[src/rtl/uart_pkg.sv]
// Shared definitions for the 8N1 UART transmitter and receiver.
package uart_pkg;

  localparam int DATA_BITS       = 8;
  localparam int CLK_PER_BIT_DEF = 434;

  typedef enum logic [1:0] {
    IDLE  = 2'd0,
    START = 2'd1,
    DATA  = 2'd2,
    STOP  = 2'd3
  } uart_state_e;

endpackage

[src/rtl/uart_rx.sv]
// 8N1 deserialiser with a two-flop input synchronizer and mid-bit sampling.
module uart_rx
  import uart_pkg::*;
#(
  parameter int CLK_PER_BIT = CLK_PER_BIT_DEF
) (
  input  logic       clk,
  input  logic       rst,
  input  logic       rx,
  output logic [7:0] rx_data,
  output logic       rx_done
);

  localparam int CW = $clog2(CLK_PER_BIT);
  localparam int BW = $clog2(DATA_BITS);
  localparam logic [CW-1:0] CNT_LAST = CW'(CLK_PER_BIT - 1);
  localparam logic [CW-1:0] HALF_M1  = CW'(CLK_PER_BIT / 2 - 1);
  localparam logic [BW-1:0] BIT_LAST = BW'(DATA_BITS - 1);

  uart_state_e          state_r, state_s;
  logic [CW-1:0]        cnt_r, cnt_s;
  logic [BW-1:0]        bit_r, bit_s;
  logic [DATA_BITS-1:0] shreg_r, shreg_s;
  logic [DATA_BITS-1:0] data_r, data_s;
  logic                 done_r, done_s;
  logic                 armed_r, armed_s;
  logic [1:0]           sync_r;
  logic                 rx_s;

  assign rx_s = sync_r[1];

  // Synchronizer, FSM state and registered outputs
  always_ff @(posedge clk) begin
    if (rst) begin
      sync_r  <= 2'b11;
      state_r <= IDLE;
      cnt_r   <= CW'(0);
      bit_r   <= BW'(0);
      shreg_r <= DATA_BITS'(0);
      data_r  <= DATA_BITS'(0);
      done_r  <= 1'b0;
      armed_r <= 1'b0;
    end else begin
      sync_r  <= {sync_r[0], rx};
      state_r <= state_s;
      cnt_r   <= cnt_s;
      bit_r   <= bit_s;
      shreg_r <= shreg_s;
      data_r  <= data_s;
      done_r  <= done_s;
      armed_r <= armed_s;
    end
  end

  // Next-state logic; armed_r blocks a new start until the line is seen high after a framing error
  always_comb begin
    state_s = state_r;
    cnt_s   = cnt_r;
    bit_s   = bit_r;
    shreg_s = shreg_r;
    data_s  = data_r;
    done_s  = 1'b0;
    armed_s = armed_r;
    case (state_r)
      IDLE: begin
        cnt_s = CW'(0);
        bit_s = BW'(0);
        if (!rx_s && armed_r) begin
          state_s = START;
        end else if (rx_s) begin
          armed_s = 1'b1;
        end else begin
          armed_s = armed_r;
        end
      end
      START: begin
        if (cnt_r == HALF_M1) begin
          cnt_s = CW'(0);
          if (rx_s) begin
            state_s = IDLE;
          end else begin
            state_s = DATA;
          end
        end else begin
          cnt_s = cnt_r + CW'(1);
        end
      end
      DATA: begin
        if (cnt_r == CNT_LAST) begin
          cnt_s   = CW'(0);
          shreg_s = {rx_s, shreg_r[DATA_BITS-1:1]};
          if (bit_r == BIT_LAST) begin
            state_s = STOP;
          end else begin
            bit_s   = bit_r + BW'(1);
          end
        end else begin
          cnt_s = cnt_r + CW'(1);
        end
      end
      STOP: begin
        if (cnt_r == CNT_LAST) begin
          cnt_s   = CW'(0);
          state_s = IDLE;
          if (rx_s) begin
            data_s = shreg_r;
            done_s = 1'b1;
          end else begin
            armed_s = 1'b0;
          end
        end else begin
          cnt_s = cnt_r + CW'(1);
        end
      end
      default: begin
        state_s = IDLE;
        cnt_s   = CW'(0);
      end
    endcase
  end

  assign rx_data = data_r;
  assign rx_done = done_r;

endmodule

[src/rtl/uart_tx.sv]
// 8N1 serialiser: start bit, eight data bits LSB first, stop bit.
module uart_tx
  import uart_pkg::*;
#(
  parameter int CLK_PER_BIT = CLK_PER_BIT_DEF
) (
  input  logic       clk,
  input  logic       rst,
  input  logic       tx_start,
  input  logic [7:0] tx_data,
  output logic       tx,
  output logic       tx_busy
);

  localparam int CW = $clog2(CLK_PER_BIT);
  localparam int BW = $clog2(DATA_BITS);
  localparam logic [CW-1:0] CNT_LAST = CW'(CLK_PER_BIT - 1);
  localparam logic [BW-1:0] BIT_LAST = BW'(DATA_BITS - 1);

  uart_state_e          state_r, state_s;
  logic [CW-1:0]        cnt_r, cnt_s;
  logic [BW-1:0]        bit_r, bit_s;
  logic [DATA_BITS-1:0] shreg_r, shreg_s;
  logic                 tx_r, tx_s;
  logic                 busy_r, busy_s;

  // State, counters and registered line outputs
  always_ff @(posedge clk) begin
    if (rst) begin
      state_r <= IDLE;
      cnt_r   <= CW'(0);
      bit_r   <= BW'(0);
      shreg_r <= DATA_BITS'(0);
      tx_r    <= 1'b1;
      busy_r  <= 1'b0;
    end else begin
      state_r <= state_s;
      cnt_r   <= cnt_s;
      bit_r   <= bit_s;
      shreg_r <= shreg_s;
      tx_r    <= tx_s;
      busy_r  <= busy_s;
    end
  end

  // Next-state logic; line outputs are derived from the next state so they register with it
  always_comb begin
    state_s = state_r;
    cnt_s   = cnt_r;
    bit_s   = bit_r;
    shreg_s = shreg_r;
    case (state_r)
      IDLE: begin
        if (tx_start) begin
          state_s = START;
          cnt_s   = CW'(0);
          shreg_s = tx_data;
        end else begin
          cnt_s   = CW'(0);
        end
      end
      START: begin
        if (cnt_r == CNT_LAST) begin
          cnt_s   = CW'(0);
          bit_s   = BW'(0);
          state_s = DATA;
        end else begin
          cnt_s   = cnt_r + CW'(1);
        end
      end
      DATA: begin
        if (cnt_r == CNT_LAST) begin
          cnt_s   = CW'(0);
          shreg_s = {1'b0, shreg_r[DATA_BITS-1:1]};
          if (bit_r == BIT_LAST) begin
            state_s = STOP;
          end else begin
            bit_s   = bit_r + BW'(1);
          end
        end else begin
          cnt_s   = cnt_r + CW'(1);
        end
      end
      STOP: begin
        if (cnt_r == CNT_LAST) begin
          cnt_s   = CW'(0);
          state_s = IDLE;
        end else begin
          cnt_s   = cnt_r + CW'(1);
        end
      end
      default: begin
        state_s = IDLE;
        cnt_s   = CW'(0);
      end
    endcase

    case (state_s)
      IDLE:    tx_s = 1'b1;
      START:   tx_s = 1'b0;
      DATA:    tx_s = shreg_s[0];
      STOP:    tx_s = 1'b1;
      default: tx_s = 1'b1;
    endcase
    busy_s = (state_s != IDLE);
  end

  assign tx      = tx_r;
  assign tx_busy = busy_r;

endmodule

[src/rtl/uart_txrx.sv]
// 8N1 UART: independent transmitter and receiver sharing one bit-period parameter.
module uart_txrx
  import uart_pkg::*;
#(
  parameter int CLK_PER_BIT = CLK_PER_BIT_DEF
) (
  input  logic       clk,
  input  logic       rst,
  input  logic       tx_start,
  input  logic [7:0] tx_data,
  output logic       tx,
  output logic       tx_busy,
  input  logic       rx,
  output logic [7:0] rx_data,
  output logic       rx_done
);

  uart_tx #(.CLK_PER_BIT(CLK_PER_BIT)) u_tx (
    .clk      (clk),
    .rst      (rst),
    .tx_start (tx_start),
    .tx_data  (tx_data),
    .tx       (tx),
    .tx_busy  (tx_busy)
  );

  uart_rx #(.CLK_PER_BIT(CLK_PER_BIT)) u_rx (
    .clk     (clk),
    .rst     (rst),
    .rx      (rx),
    .rx_data (rx_data),
    .rx_done (rx_done)
  );

endmodule

[config.mk]
export PLATFORM = sky130hd
export DESIGN_NAME = uart_txrx
export DESIGN_NICKNAME = d
export VERILOG_FILES = /design/src/rtl/uart_pkg.sv /design/src/rtl/uart_rx.sv /design/src/rtl/uart_tx.sv /design/src/rtl/uart_txrx.sv
export SDC_FILE = /design/constraint.sdc
export NUM_CORES = 1
export LEC_CHECK = 0
export ABC_AREA = 1
export CAP_MARGIN = 10
export CORE_ASPECT_RATIO = 1.5
export CORE_MARGIN = 2
export CORE_UTILIZATION = 43
export CTS_BUF_LIST = sky130_fd_sc_hd__clkbuf_2 sky130_fd_sc_hd__clkbuf_4 sky130_fd_sc_hd__clkbuf_8
export DETAILED_ROUTE_END_ITERATION = 7
export PLACE_DENSITY_LB_ADDON = 0.25
export REMOVE_ABC_BUFFERS = 1
export SLEW_MARGIN = 40
export SYNTH_ARGS = -nofsm -noshare
export SYNTH_HDL_FRONTEND = slang
export SYNTH_HIERARCHICAL = 1
export SYNTH_SLANG_ARGS = --single-unit
[constraint.sdc]
create_clock -name clk -period 3.1 [get_ports clk]
set_input_delay 0.775 -clock clk [delete_from_list [all_inputs] [get_ports clk]]
set_output_delay 0.775 -clock clk [all_outputs]
set_load 0.1 [all_outputs]
Word level (Yosys, flattened, before mapping)
Cells that the tools add are included.
Storage, ports and cells
  register bits: 58
  latch bits: 0
  bits in writable memories: 0
  ROM bits: 0
  logic and storage cells: 104
  memories kept: 0
Operators by class
  $add $sub $neg: 4
  $mul: 0
  divide/modulo/power cells: 0
  order comparisons: 0
  eq/ne operators: 27
  shifts and indexed selects: 0
  multiplexer cells: 35
  bitwise logic cells: 2
  reduce and logical (&&, ||, !) cells: 21
Operators with widths (number)
  9-bit 2-to-1 mux: 3
  9-bit one-hot mux with 3 select lines: 1
  2-bit 2-to-1 mux: 11
  9-bit by 1-bit adder with 9-bit output (second input constant): 2
  9-bit == test (second input constant): 2
  9-bit one-hot mux with 2 select lines: 1
  8-bit 2-to-1 mux: 2
  2-bit by 1-bit != test with 1-bit output (second input constant): 8
  2-bit one-hot mux with 4 select lines: 2
  8-bit one-hot mux with 2 select lines: 1
  3-bit 2-to-1 mux: 5
  2-bit == test (second input constant): 6
  3-bit one-hot mux with 2 select lines: 2
  2-bit != test (second input constant): 5
  5-bit AND reduction: 2
  2-bit nonzero test: 5
  9-bit by 8-bit == test with 1-bit output (second input constant): 1
  3-bit AND reduction: 3
  3-bit by 1-bit adder with 3-bit output (second input constant): 2
  2-bit by 1-bit == test with 1-bit output (second input constant): 3
  3-bit == test (second input constant): 2
  2-bit zero test: 3
  3-bit OR reduction: 2
  1-bit 2-to-1 mux: 5
  other kinds (8): 10

Longest topological paths before layout
  depth in word-level cells: 7
  gate-level depth with buffers: 14
  mapped depth without buffers: 14

Modules after synthesis
Netlist, hierarchy kept.
Modules (own cells, without submodules)
  uart_rx: instances 1, cells an instance 202, area an instance 1505.2 um2, sequential area each 680.7 um2
  uart_tx: instances 1, cells an instance 153, area an instance 1184.9 um2, sequential area each 480.5 um2

Worst setup path after synthesis
OpenSTA, ideal clock, no wires.
  path type: register -> output
  start point: register u_rx.data_r[0], in the netlist u_rx/rx_data[0]
  end point: output port rx_data[0]
  arrival time: 0.921 ns
  path slack: 1.404 ns
  stages on the path, launching flop included: 1
  buffers on the path: 0
  cell sequence: dfxtp_1
RTL lines
  start, declared: RTL line uart_rx.sv:24  | logic [DATA_BITS-1:0] data_r, data_s;
  start signal, assigned: RTL line uart_rx.sv:49  | data_r <= data_s;
  end, declared: RTL line uart_txrx.sv:14  | output logic [7:0] rx_data,
No word-level cell between the ends.

==> flow_metrics.env <==
export IMPL_place_ws_ns=0.904
export IMPL_fmax_ghz=0.545
export IMPL_yosysWarnings=6
export IMPL_rsz0062_at_grt="false"
export IMPL_finalSetupTns_ns=0
export IMPL_cp_end_kind="flip-flop"
export IMPL_grt_overflow=0
export IMPL_clock_latency_ns=0.33
export IMPL_worst_path_buf_inv=2
export IMPL_cts_resized=0
export IMPL_fp_dieH_um=101
export IMPL_setup_viol=0
export IMPL_dpl_cell_count=447
export IMPL_grt_pass1_vias=2206
export IMPL_setup_ws_ns=1.27
export IMPL_die_area_mm2=0.00692
export IMPL_root_buffer="clkbuf_8"
export IMPL_via_per_inst=4.90
export IMPL_final_cell_area_mm2=0.00315
export IMPL_die_x_um=68.6
export IMPL_fin_crit_sh_pct=59.2
export IMPL_cellLeakagePower_nw=1.36
export IMPL_cts_clk_slew_worst_paths_ns=0.06
export IMPL_cpPeakStageDelay_ns=0.55
export IMPL_synth_yosys_seq_area_share_pct=43.2
export IMPL_start_kind="input pin"
export IMPL_floorplan_core_area_mm2=0.00609
export IMPL_peakVddDrop_v=0.000330
export IMPL_final_common_cell="nand2_1"
export IMPL_slew_headroom_pct=74.1
export IMPL_p_per_area_mw_per_mm2=509
export IMPL_ys_ff_latch=58
export IMPL_r2r_cells=12
export IMPL_max_cap_violations=0
export IMPL_antenna_cells=0
export IMPL_finalNonFillerCells=462
export IMPL_period_needed_ns=1.83
export IMPL_num_rows=35
export IMPL_cts_tree="done"
export IMPL_portBuffers=22
export IMPL_syn_to_final_growth_pct=17.0
export IMPL_cts_made_buffers=9
export IMPL_critPathKind="in2reg"
export IMPL_grt_antenna_before_repair=0
export IMPL_status="finished clean"
export IMPL_hold_viol=0
export IMPL_layout_nets=408
export IMPL_synthArstFlopShare_pct=0
export IMPL_cp_max_fo=9
export IMPL_drive_gt1_share_pct=14.4
export IMPL_fin_worst_skew_ns=0.00475
export IMPL_ant_nets=0
export IMPL_hp_class="reg2reg"
export IMPL_syn_area_per_cell_um2=7.58
export IMPL_cp_required_ns=3.35
export IMPL_netlist_area_mm2=0.00269
export IMPL_drc=0
export IMPL_dpl_hpwl_um=3710
export IMPL_grt_pass1_wl_um=8980
export IMPL_min_delay_path_depth=1
export IMPL_worst_pin_slew_ns=0.388
export IMPL_post_cts_setup_buffers=0
export IMPL_layout_common_cells="nand2_1, nor2_1, dfxtp_1, inv_1, a21oi_1"
export IMPL_path_depth=5
export IMPL_drt_pre_antenna_iters=4
export IMPL_placed_cell_area_mm2=0.00295
export IMPL_ioPinCount=23
export IMPL_vias=2263
export IMPL_routabilityCongestion=0.837
export IMPL_path_delay_family="buffers and inverters"
export IMPL_h_tree_depth=3
export IMPL_clock_sinks=58
export IMPL_crit_chain="clkdlybuf4s50_1 -> buf_4 -> nor2_1 -> nand2_2 -> nor3b_1"
export IMPL_syn_inst=355
export IMPL_synth_edf_count=0
export IMPL_finalWirelength_um=4890
export IMPL_start_util_pct=44.2
export IMPL_drtIter0Drc=97
export IMPL_clk_path_buf_depth=2
export IMPL_cp_arrival_ns=2.09
export IMPL_wl_per_cell_um=10.6
export IMPL_slew_violations=0
export IMPL_grt_max_degree=18
export IMPL_track_usage_pct=17.1
export IMPL_ys_flop_type="dfxtp_1"
export IMPL_cp_slowest_cell="clkdlybuf4s50_1"
export IMPL_synth_cell_types=35
export IMPL_ctsHoldBuffers=0
## metrics by stage
stage | total power, mW | hold slack [ns] | util [%]
finish | 1.60 | 0.417 | 51.7
global route | 1.68 | 0.442 | 51.7
CTS | 1.63 | 0.426 | 51.7
detailed placement | 0.943 | 0.407 | 48.5
global placement | 0.940 | 0.400 | 48.5
floorplan | 0.897 | 0.389 | -
## worst register-to-register path, cell delays in order (launching register included)
cell     delay [ns]
dfxtp_1        0.41
ha_1           0.17
nand2_1        0.09
nor2_4         0.15
nand2_4        0.12
nor2_8         0.19
nand2_4        0.06
nand3_2        0.08
inv_2          0.06
ha_1           0.27
nand2_1        0.05
nand2_1        0.05
nand2_1        0.04
## routing by layer
layer / vias up / share of wire [%] / GRT usage, %
met2: 37 / 51 / 28.9
li1: 1192 / - / -
met3: 11 / 3.2 / 3.02
met1: 1023 / 43 / 18.8
met4: 0 / 2.3 / 11.4
met5: - / 0 / 0
## state kept, by name, summed over array words and instances (netlist names), named ones only
register      count
u_rx/armed_r      1
u_tx/tx           1
u_rx/rx_done      1
u_rx/rx_data      8
u_rx/cnt_r        9
u_tx/tx_busy      1
u_tx/cnt_r        9
u_rx/sync_r       2
u_tx/shreg_r      8
u_tx/bit_r        3
u_rx/bit_r        3
u_rx/shreg_r      8
u_tx/state_r      2
u_rx/state_r      1
## report_power, final
group	internal (mW)	total, mW	switching, mW
registers	0.767	0.784	0.0172
clock network	0.404	0.675	0.272
logic	0.0511	0.142	0.0911
total	1.22	1.60	0.380
## worst paths after layout
kind | start | end | slack, ns
worst max-delay path | rst | u_rx/cnt_r[5] | 1.27
worst min-delay path | u_rx/sync_r[0] | u_rx/sync_r[1] | 0.42
worst max register to register | u_tx/cnt_r[0] | u_tx/tx | 1.29
worst min register to register | u_rx/sync_r[0] | u_rx/sync_r[1] | 0.42
## logic make-up (layout without fill, tap and decap cells)
logic type                 count (synthesis)  in the layout  synth area share, %
DFF                                       58             58                 43.2
buffers and inverters                     50             83                 7.49
xor gates and xnor gates                   4              4                 1.30
AOI/OAI and AO/OA                         54             54                 11.3
and+or+nand+nor                          177            177                 31.2
adders and majority gates                 12             12                 5.58
## layout make-up
cell class	instances	area, µm²
clock buffer	12	153
sequential	58	1160
clock inverter	3	40.0
multi-input combinational	247	1330
fill	616	2940
timing repair buffer	24	208
tap	74	92.6
inverter	44	165
## synth_stat cells (2+ instances only)
master,count,area share (%)
o21ai_2,2,0.65
nand3_2,2,0.74
xor2_1,4,1.3
nor2_1,59,8.2
inv_2,3,0.42
nand2_2,4,0.93
nor2_2,2,0.47
ha_1,12,5.6
nor3_1,5,0.93
or2_2,2,0.47
dfxtp_1,58,43
nor2_4,4,1.7
nand2_4,3,1.3
a31oi_1,8,1.9
nand3_1,16,3.0
nor3b_1,4,1.1
buf_2,2,0.37
inv_1,41,5.7
a21oi_1,20,3.7
nor3_2,3,1.1
o21ai_0,19,3.5
nand2_1,69,9.6
(Power assumes the default switching activity.)
